`src/rtl/flow_meta_rx.sv`:
```
// rtl/flow_meta_rx.sv - first-word fall-through metadata buffer with registered input ready.
// Optional saturating input statistics are enabled by defining FLOW_META_RX_STATS_EN.
module flow_meta_rx #(
  parameter int DEPTH  = 8,
  parameter int META_W = 32
) (
  input  logic              i_clk,
  input  logic              i_rst,
  input  logic [META_W-1:0] i_in_meta_data,
  input  logic              i_in_meta_valid,
  output logic              o_in_meta_ready,
  output logic [META_W-1:0] o_out_meta_data,
  output logic              o_out_meta_valid,
  input  logic              i_out_meta_ready,
  output logic [31:0]       o_stat_accepted,
  output logic [31:0]       o_stat_stalled
);

  localparam int AW = $clog2(DEPTH);
  localparam int CW = AW + 1;
  localparam logic [CW-1:0] DEPTH_C = CW'(DEPTH);

  logic [META_W-1:0] r_mem [DEPTH];
  logic [AW-1:0]     r_wr_ptr;
  logic [AW-1:0]     r_rd_ptr;
  logic [CW-1:0]     r_count;
  logic              r_in_ready;

  logic              w_push;
  logic              w_pop;
  logic [CW-1:0]     w_count_next;

  assign w_push       = i_in_meta_valid & r_in_ready;
  assign w_pop        = (r_count != '0) & i_out_meta_ready;
  assign w_count_next = r_count + CW'(w_push) - CW'(w_pop);

  // Ready is precomputed from next occupancy so it never combinationally follows the consumer.
  always_ff @(posedge i_clk or negedge i_rst) begin
    if (!i_rst) begin
      r_wr_ptr   <= '0;
      r_rd_ptr   <= '0;
      r_count    <= '0;
      r_in_ready <= 1'b0;
    end else begin
      if (w_push) r_wr_ptr <= r_wr_ptr + AW'(1);
      if (w_pop)  r_rd_ptr <= r_rd_ptr + AW'(1);
      r_count    <= w_count_next;
      r_in_ready <= (w_count_next < DEPTH_C);
    end
  end

  always_ff @(posedge i_clk) begin
    if (w_push) r_mem[r_wr_ptr] <= i_in_meta_data;
  end

  assign o_in_meta_ready  = r_in_ready;
  assign o_out_meta_valid = (r_count != '0);
  assign o_out_meta_data  = r_mem[r_rd_ptr];

`ifdef FLOW_META_RX_STATS_EN
  logic [31:0] r_stat_accepted;
  logic [31:0] r_stat_stalled;
  logic        w_stall;

  assign w_stall = i_in_meta_valid & ~r_in_ready;

  always_ff @(posedge i_clk or negedge i_rst) begin
    if (!i_rst) begin
      r_stat_accepted <= '0;
      r_stat_stalled  <= '0;
    end else begin
      if (w_push && (r_stat_accepted != '1)) r_stat_accepted <= r_stat_accepted + 32'd1;
      if (w_stall && (r_stat_stalled != '1)) r_stat_stalled <= r_stat_stalled + 32'd1;
    end
  end

  assign o_stat_accepted = r_stat_accepted;
  assign o_stat_stalled  = r_stat_stalled;
`else
  assign o_stat_accepted = '0;
  assign o_stat_stalled  = '0;
`endif

endmodule

```
`config.mk`:
```
export PLATFORM = sky130hd
export DESIGN_NAME = flow_meta_rx
export DESIGN_NICKNAME = d
export VERILOG_FILES = /design/src/rtl/flow_meta_rx.sv
export SDC_FILE = /design/constraint.sdc
export NUM_CORES = 1
export LEC_CHECK = 0
export CAP_MARGIN = 25
export CORE_ASPECT_RATIO = 0.5
export CORE_UTILIZATION = 40
export DETAILED_ROUTE_END_ITERATION = 7
export GPL_TIMING_DRIVEN = 0
export PLACE_DENSITY_LB_ADDON = 0.2
export SLEW_MARGIN = 20
export SYNTH_ARGS = -nofsm -noshare
export SYNTH_HDL_FRONTEND = slang
export SYNTH_SLANG_ARGS = --single-unit
```
`constraint.sdc`:
```
create_clock -name i_clk -period 4.03 [get_ports i_clk]
set_clock_uncertainty 0.2 [all_clocks]
set_input_delay 0.403 -clock i_clk [delete_from_list [all_inputs] [get_ports i_clk]]
set_output_delay 0.403 -clock i_clk [all_outputs]
set_load 0.03 [all_outputs]
```
After elaboration in Yosys (flattened, before gate mapping)
Memories as Yosys holds them, arrays and structs flattened.
Cells that the tools add are included.
{ "word_totals": {"register_bits": 11, "ramBits": 256, "inputBits": 36, "out_inout_bits": 98, "elab_cells": 15, "n_memories": 1} }
{ "op_classes": {"n_addsub": 4, "magnitude_cmp": 1, "n_mux": 2, "n_bitwise": 2, "n_reduce_logical": 1} }
{ "memory_table": {"columns": ["memory", "words", "word_bits", "rd", "rd_clocked_by_memory_dff", "wr", "line", "source"], "rows": [
  ["r_mem", 8, 32, 1, 0, 1, "23", "logic [META_W-1:0] r_mem [DEPTH];"]
]} }
{ "op_table": {"columns": ["operator", "n"], "rows": [
  ["$add 3x1->3 const B", 2],
  ["$add 4x1->4", 1],
  ["$lt 4x4->1 const B", 1],
  ["$reduce_bool 4->1", 1],
  ["$sub 4x1->4", 1],
  ["$and 1x1->1", 2],
  ["$mux 1", 2]
]} }

Depth between registers and ports, before layout
Gate-level depths: netlist of run 1.
{ "logic_depth": {"depth_word": 4, "mapped_depth": 11, "depth_no_buf": 11} }

Worst setup path after synthesis of run 1
OpenSTA, ideal clock, no wires.
{ "synth_timing": {"path_type": "register to register", "startpoint": "register r_in_ready (netlist: o_in_meta_ready)", "endpoint": "memory r_mem[0][0] (enable)", "arrival_ps": 3856, "slack_ps": -528, "path_stages_with_launch": 3, "path_buffers": 0, "period_less_slack_ps": 4558, "path_cell_list": "dfrtp_1 nand2_1 nor4_1"} }
{ "synth_between": {"elab_chain_cells": 3} }
{ "synth_rtl": {"columns": ["element", "line", "source"], "rows": [
  ["start: declaration", "27", "logic r_in_ready;"],
  ["start signal: assignment", "48", "r_in_ready <= (w_count_next < DEPTH_C);"],
  ["$and 1x1->1", "33", "assign w_push = i_in_meta_valid & r_in_ready;"],
  ["$mux 1", "53", "if (w_push) r_mem[r_wr_ptr] <= i_in_meta_data;"],
  ["$mux 1 (implied by the code)", "53", null],
  ["end: declaration", "23", null]
]} }
No other way between the ends.

Worst setup path after layout of run 1
{ "layout_timing": {"startpoint": "register r_rd_ptr[2]", "endpoint": "output o_out_meta_data[12]"} }
{ "layout_between": {"elab_chain_cells": 1} }
{ "layout_rtl": {"columns": ["element", "line", "source"], "rows": [
  ["start: declaration", "25", "logic [AW-1:0] r_rd_ptr;"],
  ["start signal: assignment", "46", "if (w_pop) r_rd_ptr <= r_rd_ptr + AW'(1);"],
  ["$mem_v2 8x32", null, null],
  ["end: declaration", "12", "output logic [META_W-1:0] o_out_meta_data,"]
]} }
No other way between the ends.

==> results.ini, run 1 <==
[critical_path]
critical_path_cell_count = 5
worst_path_dominant_cell_family = buffers and inverters
cp_max_fo = 10
critical_path_required_ns = 3.43
timing.critical_path.to_type = output port
logic_depth_of_the_worst_register_to_register_path = 7
critical-path-max-stage-delay_ns = 0.61
critPathSlowestCell = sky130_fd_sc_hd__buf_1
crit_buf_inv = 3
startpoint_type = flop
regToRegSetupSlack_ns = 1.30
cell_by_cell_listing_of_the_critical_path = buf_2, buf_1, mux4_2, mux2_2, clkdlybuf4s50_1
crit_type = flop to output port
worstPathArrival_ns = 3.02

[clocking]
cts_buffers = 25
maximum_clock_path_buffer_count = 3
post_cts_resize_count = 0
cts.reportedPaths.clkPinSlew_ns = 0.06
clock_tree.root_cell = sky130_fd_sc_hd__clkbuf_16
htree_levels = 1
clkLatencyLatePin_ns = 0.51
cts_setup_buffers = 0
tritoncts = done
cts.sinks = 267
cts_hold_buffers = 0

[timing]
final-hold-violation-count = 0
relSlewSlack = 0.4538
final_worst_path_period_share = 0.8981
worst_hold_slack_ns = 0.04323
tightestPinTransition_ns = 0.8132
timing.fmax_ghz = 0.2763
setup_viol = 0
rsz0062_at_grt = false
final_max_slew_viol_count = 0
finalWorstPathRequiredPeriod_ns = 3.620
setup_slack_ns = 0.4105

[global_route]
grt_max_degree = 21
grt.total_usage = 0.1497
grt_antenna_before_repair = 0
first_global_vias = 5015
first_pass_grt_wire_length_mm = 30.46
grt-ovfl-total = 0

[logic_synthesis]
synth_enable_flop_cells = 256
netlist_top_cells_count = 256 x sky130_fd_sc_hd__edfxtp_1, 64 x sky130_fd_sc_hd__buf_4, 44 x sky130_fd_sc_hd__mux4_2
synth_sequential_area_ratio = 0.7389
post_synth_instance_area_mm2 = 0.01078
yosysMostFrequentCell = sky130_fd_sc_hd__edfxtp_1
post_synth_main_area_contributors = sky130_fd_sc_hd__edfxtp_1 71%, sky130_fd_sc_hd__mux4_2 9.2%, sky130_fd_sc_hd__mux4_1 4.9%, sky130_fd_sc_hd__buf_4 4.5%, sky130_fd_sc_hd__mux2_2 3.6%
synth.avg_cell_area_um2 = 22.08
postSynth.topFlopCell = sky130_fd_sc_hd__edfxtp_1
netlist_instances = 488
synth_largest_type_area_fraction = 0.7133
ys_types = 27
synth.ff_latch_count = 267
yosys_warnings = 0
postSynth.asyncResetShare = 0.04120
synthDominantAreaCellType = sky130_fd_sc_hd__edfxtp_1

[route]
drc_errors = 14
detailedRoute.firstPassIterationCount = 6
route.final.wire_length_mm = 20.19
routedWlPerCell_um = 19.38
drtIter0Drc = 319
post_drt_via_cell_ratio = 4.763
drt.antenna.violating_nets = 0
dr_total_vias = 4963

[floorplan]
fp.dieH_um = 118.1
boundaryPins = 134
die_outline_width_um = 234.1
floorplan.core_area_mm2 = 0.02643
die_area_mm2 = 0.02764
core.rowCount = 42
initial_utilization = 0.4077

[place]
dp_worst_setup_slack_ns = 0.7556
place_inst = 997
detailed_place_hpwl_mm = 13.31
place_congestion = 0.6781
port-buffer-count = 69

[pwr]
irDropWorstVdd_mv = 0.2855
powerDensity_mw_per_mm2 = 684.5
static-leakage-power_nw = 4.634

[run_status]
failed_checks = DRC
result_of_the_run = finished, violations left

[finish]
syn2layout_area_growth_pct = 22.63
diodes = 0
layoutNonFillerInstCount = 1042
num-nets-final = 716
layout-drive-gt1-share = 0.3203
final.fill_count = 2159

[job]
max_cap_viol_count = 0

[hold_path]
holdCritPathClass = primary input to asynchronous set/reset pin

## final timing paths
kind	start	to
min in group i_clk	r_count[0]$_DFF_PN0_	r_count[0]$_DFF_PN0_
max in group asynchronous	i_rst	r_rd_ptr[0]$_DFFE_PN0P_
setup / recovery	r_rd_ptr[2]$_DFFE_PN0P_	o_out_meta_data[12]
hold reg to reg	r_count[0]$_DFF_PN0_	r_count[0]$_DFF_PN0_
setup reg to reg	o_in_meta_ready$_DFF_PN0_	r_mem[3][12]$_DFFE_PP_
hold / removal	i_rst	o_in_meta_ready$_DFF_PN0_
## metal layers
metal | vias up | global-route usage | wire, µm
met3 | 29 | 0.02592 | 912
li1 | 2241 | - | -
met1 | 2559 | 0.2134 | 9170
met5 | - | 0 | 0
met2 | 134 | 0.2382 | 9729
met4 | 0 | 0.04018 | 376
## through the flow
stage               total power, mW  setup TNS [ns]  instance area, µm²  utilization
global placement              6.913         -397.83               12150       0.4597
detailed placement            7.029               0               12480       0.4721
global route                  9.452               0               13220       0.5000
finish                        9.046               0               13220       0.5000
CTS                           9.171               0               13220       0.5000
floorplan                     5.842               0               11020            -
## cell usage in the layout (no fill, tap or decap), types with 2 or more instances in the layout
cell type,synthesis,layout
sky130_fd_sc_hd__nor2_4,0,3
sky130_fd_sc_hd__clkbuf_8,0,2
sky130_fd_sc_hd__buf_12,2,4
sky130_fd_sc_hd__buf_8,2,3
sky130_fd_sc_hd__ha_1,7,7
sky130_fd_sc_hd__inv_1,6,6
sky130_fd_sc_hd__buf_2,3,3
sky130_fd_sc_hd__clkbuf_1,4,13
sky130_fd_sc_hd__buf_4,64,75
sky130_fd_sc_hd__nor3_2,0,4
sky130_fd_sc_hd__nand2b_1,2,2
sky130_fd_sc_hd__nand2_1,3,3
sky130_fd_sc_hd__conb_1,1,64
sky130_fd_sc_hd__buf_1,5,5
sky130_fd_sc_hd__buf_6,2,12
sky130_fd_sc_hd__clkdlybuf4s50_1,0,69
sky130_fd_sc_hd__xnor2_1,5,5
sky130_fd_sc_hd__xor2_1,2,2
sky130_fd_sc_hd__clkinv_2,0,8
sky130_fd_sc_hd__mux4_2,44,44
sky130_fd_sc_hd__nand3_1,3,3
sky130_fd_sc_hd__edfxtp_1,256,256
sky130_fd_sc_hd__dfrtp_1,11,11
sky130_fd_sc_hd__mux4_1,20,20
sky130_fd_sc_hd__mux2_2,34,34
sky130_fd_sc_hd__clkbuf_16,0,25
## report_power, final
group / total [mW] / switching (mW) / internal (mW)
Combinational: 3.44 / 1.81 / 1.63
Clock: 2.14 / 0.958 / 1.19
Sequential: 3.47 / 0.104 / 3.36
## cells by family (layout without fill, tap and decap cells)
family | count (synthesis) | count (layout) | synth area share
buffers and inverters | 88 | 227 | 0.05979
muxes | 98 | 98 | 0.1762
adders and majority gates | 8 | 8 | 0.009985
AOI/OAI and AO/OA | 2 | 2 | 0.001161
and+or+nand+nor | 17 | 17 | 0.007895
xor gates and xnor gates | 7 | 7 | 0.005689
other | 1 | 64 | 0.0003480
DFF | 267 | 267 | 0.7389
## registers in the layout, indices dropped and copies added, names as in the netlist
signal	cells
r_wr_ptr	3
r_count	4
o_in_meta_ready	1
r_mem	256
r_rd_ptr	3
## final cells by class
cell class	instances	area (µm²)	share of cell area
inverter	6	22.52	0.001704
timing repair buffer	94	968.4	0.07328
clock buffer	36	686.9	0.05198
sequential	267	7963	0.6025
multi-input combinational	196	2464	0.1864
clock inverter	9	48.80	0.003692
buffer	82	621.8	0.04706
tap	352	440.4	0.03333
## worst register-to-register path, delay by kind of cell, from the launching register on
kind / cells / cell delay [ns]
buf+inv: 5 / 0.85
simple gates: 2 / 1.00
flops: 1 / 0.40
No activity file was read; power rests on OpenSTA's default activity.
==> inputs of run 2 (changes only) <==
Settings changed: CAP_MARGIN 25 to 15, SKIP_LAST_GASP set to 1.
Clock period 4.03 ns to 3.41 ns, I/O delays scaled along.
==> run 2 against run 1 <==
Compared with the run above: the flow still finishes with violations (DRC); via count is 1.0% lower; combinational power up 19%; count of clock-buffer cells in the layout fell by 6.
==> results.ini, run 2 (synthesis results as in run 1) <==
[timing]
tightestPinTransition_ns = 0.7685
final_worst_path_period_share = 0.9771
finalWorstPathRequiredPeriod_ns = 3.332
setup_total_negative_slack_ns = 0
final-hold-violation-count = 0
final_max_slew_viol_count = 0
rsz0062_at_grt = true
relSlewSlack = 0.4849
setup_viol = 0
timing.fmax_ghz = 0.3001

[route]
detailedRoute.firstPassIterationCount = 6
post_drt_via_cell_ratio = 4.706
route.final.wire_length_mm = 19.99
routedWlPerCell_um = 19.15
drt.antenna.violating_nets = 0
dr_total_vias = 4913
drtIter0Drc = 296
drc_errors = 13

[place]
detailed_place_hpwl_mm = 13.42
place_congestion = 0.6667
placed_area_mm2 = 0.01255
port-buffer-count = 69

[global_route]
grt_antenna_before_repair = 0
met3_track_demand_over_resource = 0.02471
gr-usage-met2 = 0.2294
grt.total_usage = 0.1473
first_pass_grt_wire_length_mm = 30.23
first_global_vias = 5073
grt_most_used_layer = met2
met1_usage = 0.2174
grt-ovfl-total = 0
grt_max_degree = 21

[critical_path]
critical_path_required_ns = 2.87
logic_depth_of_the_worst_register_to_register_path = 10
regToRegSetupSlack_ns = 0.74
worstPathArrival_ns = 2.79
critical_path.reg2reg.endpoint = r_count[2]$_DFF_PN0_
critical_path.reg2reg.startpoint = r_count[2]$_DFF_PN0_
crit_type = flop to output port
timing.critical_path.to_type = output port
cp_max_fo = 10
startpoint_type = flop

[run_status]
result_of_the_run = finished, violations left
failed_checks = DRC

[finish]
largest_register_ff_count = 256
layout-drive-gt1-share = 0.3295
area_of_the_multi_input_gates_mm2 = 0.002470
finalInstanceArea_mm2 = 0.01333
layout_top_registers = r_mem x256, r_count x4
final_cell_mix = 256 x sky130_fd_sc_hd__edfxtp_1, 72 x sky130_fd_sc_hd__buf_4, 66 x sky130_fd_sc_hd__clkdlybuf4s50_1
mostFrequentLayoutCell = sky130_fd_sc_hd__edfxtp_1
diodes = 0
num-nets-final = 718
regMostFlops = r_mem
layout.area.seq_mm2 = 0.007963
final.fill_count = 2112
syn2layout_area_growth_pct = 23.67

[floorplan]
initial_utilization = 0.4077
die_outline_width_um = 234.1
boundaryPins = 134
fp.dieH_um = 118.1
floorplan.core_area_mm2 = 0.02643
core.rowCount = 42
die_area_mm2 = 0.02764

[pwr]
design_power_total_mw = 10.77
irDropWorstVdd_mv = 0.3353
static-leakage-power_nw = 4.708
powerDensity_mw_per_mm2 = 807.7

[clocking]
htree_levels = 1
cts.reportedPaths.clkPinSlew_ns = 0.06
clock_tree.root_cell = sky130_fd_sc_hd__clkbuf_16
cts.sinks = 267
tritoncts = done
clkLatencyLatePin_ns = 0.52
cts_setup_buffers = 0
cts_buffers = 25
maximum_clock_path_buffer_count = 3

[job]
max_cap_viol_count = 0

[hold_path]
hold_path_depth = 3
holdCritPathClass = primary input to flop
hold_crit_start = i_out_meta_ready
hold_end = r_rd_ptr[2]$_DFFE_PN0P_

[run 2: changes by cell type in the layout (fill, tap and decap cells not counted), sizes merged]
cell,delta
clkdlybuf4s50,-3
dlygate4sd3,+1
dlymetal6s2s,+3
clkinvlp,+2
clkbuf,-5
clkinv,+3
bufinv,+1
[run 2: worst max-delay path by stage]
stage / start / to / slack, ns / cells past startpoint
final: r_rd_ptr[0]$_DFFE_PN0P_ / o_out_meta_data[21] / 0.08 / 5
after global routing: r_rd_ptr[0]$_DFFE_PN0P_ / o_out_meta_data[21] / 0.0002 / 5
after CTS: r_rd_ptr[0]$_DFFE_PN0P_ / o_out_meta_data[20] / 0.009 / 5
after detailed placement: i_in_meta_valid / r_mem[2][17]$_DFFE_PP_ / 0.33 / 7
after global placement: i_in_meta_valid / r_mem[2][17]$_DFFE_PP_ / -3.17 / 3
after floorplan: o_in_meta_ready$_DFF_PN0_ / r_mem[2][0]$_DFFE_PP_ / -0.31 / 2
[run 2: repair_timing]
item / CTS / global route
setup endpoints to repair: 29 / 5
resized for setup: 8 / 4
cloned: 0 / 0
hold buffers: 1 / 0
hold endpoints to repair: 11 / 0
[run 2: metrics by stage]
stage,hold slack [ns],util,worst slack [ns],cells
floorplan,-0.1546,-,-0.3066,551
global placement,0.2856,0.4599,-3.170,972
detailed placement,0.2859,0.4749,0.3347,998
CTS,0.2526,0.5038,0.009213,1044
global route,0.2655,0.5042,0.0001659,1044
finish,0.2682,0.5042,0.07800,1044
[run 2: area by class of cell]
type / count / share of cell area
Buffer: 82 / 0.04760
Clock buffer: 30 / 0.04835
Clock inverter: 15 / 0.007604
Inverter: 6 / 0.001690
Multi-Input combinational cell: 196 / 0.1853
Sequential cell: 267 / 0.5974
Tap cell: 352 / 0.03305
Timing Repair Buffer: 96 / 0.07895
[run 2: layer usage]
layer,wire [µm],share of wire,up-vias
li1,-,-,2250
met1,9598,0.48,2515
met2,9197,0.46,124
met3,837,0.042,24
met4,361,0.018,0
met5,0,0,-
[run 2: critical path, stage by stage, from the launching register on]
cell                              delay (ns)
sky130_fd_sc_hd__dfrtp_1                0.39
sky130_fd_sc_hd__buf_6                  0.22
sky130_fd_sc_hd__buf_8                  0.20
sky130_fd_sc_hd__mux4_1                 0.57
sky130_fd_sc_hd__mux2_2                 0.30
sky130_fd_sc_hd__clkdlybuf4s50_1        0.59
[run 2: report_power, final]
group | internal (mW) | switching (mW)
clock network | 1.42 | 1.14
logic | 1.95 | 2.15
registers | 3.97 | 0.127
==> variant, RTL diff (settings of run 2) <==
Build with the macro `FLOW_META_RX_STATS_EN` defined.
--- a/src/rtl/flow_meta_rx.sv
+++ b/src/rtl/flow_meta_rx.sv
@@ -1,4 +1,6 @@
 // rtl/flow_meta_rx.sv - first-word fall-through metadata buffer with registered input ready.
 // Optional saturating input statistics are enabled by defining FLOW_META_RX_STATS_EN.
+`define FLOW_META_RX_STATS_EN
+
 module flow_meta_rx #(
   parameter int DEPTH  = 8,
Function: changed (a bounded check fails within 4 cycles, from zero or initial values and one cycle with i_rst low).
==> variant against run 2 <==
Hold slack worse by 0.26 ns; cell area is 24% higher; synthesized area grew 23%; via count rose by 41%; sequential cell count rose by 64; setup slack improved by 0.17 ns; routed wire length rose by 36%; sequential share of layout area decreased by 1.9 points; power is 16% higher; utilization rose by 1.1 points; critical endpoint is now o_out_meta_data[9]; largest cell class unchanged; highest routed layer unchanged.
==> variant: results (changes against run 2) <==
metric,value,unit,change
status,"finished, final reports clean",,
fin_nets,946,,+32%
synth_edf_count,256,,unchanged
stdcell_count,1354,,+30%
synthTopCellsByCount,"edfxtp_1 (256), dfrtp_1 (75), mux4_2 (64), mux2_2 (36), xor2_1 (34)",,
wirelength,27.2,mm,+36%
netlist_top_cells_area,"edfxtp_1 (58%), dfrtp_1 (14%), mux4_2 (11%), mux2_2 (3.1%), xor2_1 (2.3%)",,
portBuffers,133,,+93%
dr_total_vias,6933,,+41%
grtUsageTotal,16.4,%,+1.7 points
timing.rr.start,o_in_meta_ready,,
ys_seq_area_share,72.3,%,-1.5 points
synthArstFlopShare,22.7,%,+19 points
hold_class,in -> async,,
reg2reg_depth,9,,-1
timing.rr.end,r_count[3],,
grt_pass1_vias,7184,,+42%
place_inst,1300,,+30%
p_switching,4020,µW,+17%
dr.pass1.iters,5,,-1
avgSynthCellArea,18.8,µm²,-15%
dpl.hpwl,18.3,mm,+36%
power.leakage,0.00602,µW,+28%
drt-met1-wl,12.4,mm,+30%
post_cts_resize_count,29,,+21
rrSetupSlack,0.63,ns,-0.11 ns
cts_buffers,29,,+16%
drive_gt1_share,23.1,%,-9.8 points
worstMarginPinSlew,0.797,ns,+0.0290 ns
grt_pass1_wl,42.0,mm,+39%
cp_data_arrival_time,2.62,ns,-0.17 ns
vdd_drop_max,0.000467,V,+39%
drt_iter0_drc,415,,+40%
gp_congestion,0.772,,+16%
grt_max_degree,54,,+160%
routed-wl-met3,1.01,mm,+21%
worstSetupEndpoint,o_out_meta_data[9],,
synth_cell_type_count,44,,+63%
insertion_delay,0.57,ns,+0.05 ns
-- variant: layout make-up --
type	count	area, µm²
fillers	2645	15600
flip-flops and latches	331	9560
multi-input cells	342	3610
repair buffers	164	1720
clock buffers	33	741
well taps	432	541
clock inverters	20	170
plain buffers	23	156
inverters	9	33.8
-- variant: metal layers --
metal,vias up,track usage [%]
met5,-,0
met3,27,2.99
met2,112,27.9
met1,3612,22.6
met4,0,2.78
li1,3182,-
-- variant: per-stage QoR --
| stage | utilization, % | hold WS (ns) | power (µW) | instance area, µm² | setup slack, ns |
|---|---|---|---|---|---|
| 6_report | 51.5 | 0.00985 | 12500 | 16500 | 0.245 |
| 5_1_grt | 51.5 | 0.0429 | 13100 | 16500 | 0.130 |
| 4_1_cts | 51.2 | 0.00227 | 12800 | 16500 | -0.122 |
| 3_5_place_dp | 48.3 | 0.0633 | 9560 | 15500 | -0.0630 |
| 3_3_place_gp | 47.1 | 0.282 | 9400 | 15100 | -3.55 |
| 2_1_floorplan | - | -0.155 | 7890 | 13200 | -0.454 |
-- variant: worst max-delay path: stages (launching register included) --
cell           delay, ns
dfrtp_1             0.38
buf_4               0.26
buf_6               0.23
mux4_2              0.52
mux2_2              0.27
dlygate4sd2_1       0.38
-- variant: power groups by stage --
stage / registers (µW) / logic [µW] / clock network [µW]
final: 5030 / 4320 / 3190
after floorplan: 5200 / 2680 / 0
after global routing: 5070 / 4640 / 3430
after CTS: 5030 / 4470 / 3300
after global placement: 5120 / 4280 / 0
after detailed placement: 5120 / 4440 / 0
-- variant: kinds of logic (layout without fill, tap and decap cells) --
logic type      after synthesis  after routing  synth area share [%]
buf+inv                      32            249                 0.984
xor+xnor                     66             66                  4.37
compound gates               10             10                 0.662
fa+ha+maj                    10             10                  1.00
mux                         100            100                  14.0
simple gates                156            156                  6.67
flops                       331            331                  72.3
